[src/rtl/modpoly_mem_arb.sv]
// Round-robin access controller for the 13x2048 SNTRUP757 polynomial RAM, with registered read return.
// Define MODPOLY_CLR_EN to build in the clear engine that zeroes addresses 0..POLY_LEN-1.
module modpoly_mem_arb #(
    parameter int unsigned RAM_WIDTH     = 13,
    parameter int unsigned RAM_ADDR_BITS = 11,
    parameter int unsigned POLY_LEN      = 757
) (
    input  logic                     clk,
    input  logic                     rst,
    input  logic                     a_req,
    input  logic                     a_we,
    input  logic [RAM_ADDR_BITS-1:0] a_addr,
    input  logic [RAM_WIDTH-1:0]     a_wdata,
    output logic                     a_gnt,
    output logic                     a_rvalid,
    output logic [RAM_WIDTH-1:0]     a_rdata,
    input  logic                     b_req,
    input  logic                     b_we,
    input  logic [RAM_ADDR_BITS-1:0] b_addr,
    input  logic [RAM_WIDTH-1:0]     b_wdata,
    output logic                     b_gnt,
    output logic                     b_rvalid,
    output logic [RAM_WIDTH-1:0]     b_rdata,
    input  logic                     clr_start,
    output logic                     clr_busy,
    output logic                     clr_done,
    output logic                     mem_we,
    output logic [RAM_ADDR_BITS-1:0] mem_waddr,
    output logic [RAM_WIDTH-1:0]     mem_wdata,
    output logic [RAM_ADDR_BITS-1:0] mem_raddr,
    input  logic [RAM_WIDTH-1:0]     mem_rdata
);

    localparam int unsigned AW = RAM_ADDR_BITS;
    localparam int unsigned DW = RAM_WIDTH;
    localparam logic [AW-1:0] CLR_LAST = AW'(POLY_LEN - 1);

    logic last_b;
    logic in_clear;
    logic clr_go;
    logic a_sel;
    logic b_sel;

`ifdef MODPOLY_CLR_EN
    typedef enum logic {
        S_IDLE,
        S_CLEAR
    } state_t;

    state_t        state;
    logic [AW-1:0] clr_cnt;

    assign in_clear = (state == S_CLEAR);
    assign clr_go   = (state == S_IDLE) && clr_start;

    // Clear engine: one zero write per cycle, done pulse on the cycle arbitration resumes
    always_ff @(posedge clk or posedge rst) begin
        if (rst) begin
            state    <= S_IDLE;
            clr_cnt  <= '0;
            clr_busy <= 1'b0;
            clr_done <= 1'b0;
        end else begin
            clr_done <= 1'b0;
            case (state)
                S_IDLE: begin
                    if (clr_start) begin
                        state    <= S_CLEAR;
                        clr_cnt  <= '0;
                        clr_busy <= 1'b1;
                    end
                end
                S_CLEAR: begin
                    if (clr_cnt == CLR_LAST) begin
                        state    <= S_IDLE;
                        clr_cnt  <= '0;
                        clr_busy <= 1'b0;
                        clr_done <= 1'b1;
                    end else begin
                        clr_cnt <= clr_cnt + AW'(1);
                    end
                end
                default: begin
                    state    <= S_IDLE;
                    clr_busy <= 1'b0;
                end
            endcase
        end
    end
`else
    logic unused_clr;

    assign in_clear   = 1'b0;
    assign clr_go     = 1'b0;
    assign clr_busy   = 1'b0;
    assign clr_done   = 1'b0;
    assign unused_clr = ^{clr_start, CLR_LAST};
`endif

    // Round-robin grant; a tie goes to whoever was not granted last
    always_comb begin
        a_sel = 1'b0;
        b_sel = 1'b0;
        if (!rst && !in_clear && !clr_go) begin
            if (a_req && b_req) begin
                a_sel = last_b;
                b_sel = !last_b;
            end else begin
                a_sel = a_req;
                b_sel = b_req;
            end
        end
    end

    assign a_gnt = a_sel;
    assign b_gnt = b_sel;

    // RAM port steering
    always_comb begin
        mem_we    = 1'b0;
        mem_waddr = '0;
        mem_wdata = '0;
        mem_raddr = a_addr;
        if (rst) begin
            mem_raddr = '0;
        end else if (in_clear) begin
`ifdef MODPOLY_CLR_EN
            mem_we    = 1'b1;
            mem_waddr = clr_cnt;
            mem_wdata = '0;
`endif
        end else if (a_sel) begin
            mem_raddr = a_addr;
            if (a_we) begin
                mem_we    = 1'b1;
                mem_waddr = a_addr;
                mem_wdata = a_wdata;
            end
        end else if (b_sel) begin
            mem_raddr = b_addr;
            if (b_we) begin
                mem_we    = 1'b1;
                mem_waddr = b_addr;
                mem_wdata = b_wdata;
            end
        end
    end

    // Arbitration history and registered read return
    always_ff @(posedge clk or posedge rst) begin
        if (rst) begin
            last_b   <= 1'b1;
            a_rvalid <= 1'b0;
            b_rvalid <= 1'b0;
            a_rdata  <= '0;
            b_rdata  <= '0;
        end else begin
            if (a_sel) begin
                last_b <= 1'b0;
            end else if (b_sel) begin
                last_b <= 1'b1;
            end
            a_rvalid <= a_sel && !a_we;
            b_rvalid <= b_sel && !b_we;
            if (a_sel && !a_we) begin
                a_rdata <= DW'(mem_rdata);
            end
            if (b_sel && !b_we) begin
                b_rdata <= DW'(mem_rdata);
            end
        end
    end

    a_one_grant : assert property (@(posedge clk) disable iff (rst) !(a_gnt && b_gnt));
    a_no_grant_in_clear : assert property (@(posedge clk) disable iff (rst)
        !(clr_busy && (a_gnt || b_gnt)));

endmodule

[config.mk]
export PLATFORM = sky130hd
export DESIGN_NAME = modpoly_mem_arb
export DESIGN_NICKNAME = d
export VERILOG_FILES = /design/src/rtl/modpoly_mem_arb.sv
export SDC_FILE = /design/constraint.sdc
export NUM_CORES = 1
export LEC_CHECK = 0
export ABC_CLOCK_PERIOD_IN_PS = 4900
export BUFFER_PORTS_ARGS = -buffer_cell sky130_fd_sc_hd__buf_4
export CORE_ASPECT_RATIO = 0.7
export CORE_MARGIN = 4
export CORE_UTILIZATION = 44
export CTS_CLUSTER_SIZE = 30
export DETAILED_ROUTE_END_ITERATION = 8
export HOLD_SLACK_MARGIN = 0.15
export PLACE_DENSITY_LB_ADDON = 0.25
export SLEW_MARGIN = 20
export SYNTH_ARGS = -nofsm -noshare
export SYNTH_HDL_FRONTEND = slang
export SYNTH_SLANG_ARGS = --single-unit
export TNS_END_PERCENT = 20
[constraint.sdc]
create_clock -name clk -period 4.9 [get_ports clk]
set_clock_uncertainty 0.1 [all_clocks]
set_input_delay 0.245 -clock clk [delete_from_list [all_inputs] [get_ports clk]]
set_output_delay 0.245 -clock clk [all_outputs]
set_load 0.05 [all_outputs]
==> flow_metrics.tcl <==
set metrics [dict create \
    holdCritPathClass "in2async" \
    via_per_inst 5.48 \
    drive_gt1_share_pct 57.3 \
    finalSetupTns_ps 0 \
    power.density_nw_per_um2 373 \
    grt_antenna_before_repair 0 \
    cp-end-kind "output port" \
    holdWs_ps 166 \
    grt_start_max_net_pins 41 \
    drt_first_iter_violations 105 \
    cts_root_buf "clkbuf_8" \
    initial_utilization_pct 47.0 \
    die-area_sq_um 5420 \
    fmax_mhz 351 \
    clk_path_buf_depth 2 \
    drt_first_pass_iters 4 \
    clock_sinks 29 \
    yosys.area.top_type "dfrtp_1" \
    hold_viol 0 \
    cts_resized 0 \
    final_nets 390 \
    ant_nets 0 \
    vdd_drop_max_mv 0.295 \
    areaGrowthSynthToFinish_pct 63.9 \
    ys_top_cells_by_count "dfrtp_1, nand3_1, o21ai_0, a211oi_1, mux2_2" \
    grt_pass1_vias 2027 \
    cts.clk_slew.worst_paths_ps 60 \
    rows 19 \
    ys_seq_elements 29 \
    grtUsageTotal_pct 22.9 \
    syn_avg_cell_area_sq_um 10.2 \
    tightest_slew_ps 927 \
    synth_area_sq_um 1890 \
    syn-instance-count 186 \
    routabilityCongestion 0.814 \
    setup-violations-final 0 \
    outcome "finished clean" \
    cp.required_ps 4550 \
    die_w_microns 86.3 \
    maxSlewHeadroom_pct 38.2 \
    diodes 0 \
    fill_cells 286 \
    critPathLaunchType "flop" \
    fp.dieH_microns 62.8 \
    ios 136 \
    cp.arrival_ps 2500 \
    rsz0062_at_grt "no" \
    synthTopCellsByArea "dfrtp_1, mux2_2, a211oi_1" \
    cts_tree "done" \
    path_max_fanout 24 \
    synth_flop_cell "dfrtp_1" \
    clkLatencyLatePin_ps 270 \
    core_area_sq_um 4020 \
    power.leakage_nw 1.43 \
    drc 0 \
    cts_made_buffers 5 \
    overflow 0 \
    h-tree-depth 2 \
    port_buffers 132 \
    min_period_over_period_pct 58.1 \
    final-max-slew-violation-count 0 \
    ys_async_sr_fraction_pct 100 \
    yosys.area.top_type_share_pct 37.1 \
    vias 2054 \
    detail_route.wl_per_cell_microns 17.2 \
    maxCapViolations 0 \
    fin_crit_ps 2850 \
    synth.distinct_cells 26 \
    grt_pass1_wl_microns 10000 \
    yosys.cell_count.top_type "dfrtp_1" \
    dpl.hpwl_microns 4450 \
    synth-edff-count 0 \
    wl_microns 6440 \
    yosysWarnings 0 \
    yosysSeqAreaShare_pct 38.5 \
    timing_worst_setup_path_type "reg2out" \
]
path summary, 6_finish.rpt:
| kind | cells after the start | slack [ps] | start | endpoint |
|---|---|---|---|---|
| worst max register to register | 3 | 2700 | last_b | a_rdata[9] |
| worst min-delay path | 3 | 170 | rst | a_rdata[7] |
| worst max-delay path | 5 | 2050 | last_b | mem_waddr[7] |
| max in group asynchronous | 3 | 4180 | rst | last_b |
| worst min register to register | 2 | 400 | last_b | last_b |
| min in group clk | 2 | 170 | a_we | a_rvalid |
cell usage in the layout, fill, tap and decap left out:
cell type      count
nor2_1             2
mux2_2            17
a32o_1             2
and3_1             1
a211oi_1          22
buf_4            135
dfstp_2            1
nand2b_2           1
nand3_1           23
mux2_4             9
clkbuf_8           7
inv_1              2
and2b_4            1
o21ai_0           23
nor3b_1           11
conb_1             2
nor3_4             2
nand2_1            2
nor2b_1            1
dlygate4sd3_1     14
a31o_2            11
nand2b_1           2
clkinv_2           1
dfrtp_1           28
and2_1             2
a32oi_1            1
metal layers:
layer | global-route usage [%] | wire length (microns)
met2 | 38.6 | 3260
met1 | 28.3 | 2570
met3 | 7.51 | 515
met4 | 5.25 | 98
met5 | 0 | 0
registers in the layout, summed over array words and instances (netlist names):
register  flops
a_rdata      13
b_rdata      13
a_rvalid      1
b_rvalid      1
last_b        1
logic make-up after synthesis:
logic type	count (synthesis)	share of synthesized area, %
buffers and inverters	23	6.56
other	1	0.199
DFF	29	38.5
and+or+nand+nor	48	16.0
muxes	26	17.3
AOI/OAI and AO/OA	59	21.5
layout make-up:
type	count	area, sq um	share of cell area (%)
Clock buffer	7	96.3	3.11
Clock inverter	1	5.00	0.162
Inverter	2	7.51	0.243
Multi-Input combinational cell	135	1040	33.6
Sequential cell	29	727	23.5
Tap cell	52	65.1	2.10
Timing Repair Buffer	149	1150	37.3
report_power, final:
part / total, mW / leakage [nW] / internal [mW] / switching [mW]
logic: 0.610 / 1.03 / 0.214 / 0.396
registers: 0.332 / 0.346 / 0.298 / 0.0340
clock network: 0.214 / 0.0542 / 0.127 / 0.0875
total: 1.16 / 1.43 / 0.638 / 0.517
worst max-delay path, cell delays in order, from the launching register on:
cell and delay, ps:
dfstp_2 550, nand2b_1 730, a32oi_1 200, buf_4 260, a211oi_1 230, buf_4 250
timing repair:
action / CTS / global route
hold buffers: 14 / 0
hold endpoints to repair: 27 / 0
setup buffers: 0 / 0
through the flow:
stage | setup slack, ps | total power, mW | cell area (sq um) | utilization [%] | std cells
floorplan | 2280 | 0.741 | 1890 | - | 187
global placement | 2340 | 0.927 | 2850 | 71.0 | 353
detailed placement | 2380 | 0.935 | 2850 | 71.0 | 353
CTS | 2080 | 1.16 | 3100 | 77.0 | 375
global route | 1870 | 1.21 | 3100 | 77.0 | 375
finish | 2050 | 1.16 | 3100 | 77.0 | 375
(Power assumes the default switching activity.)
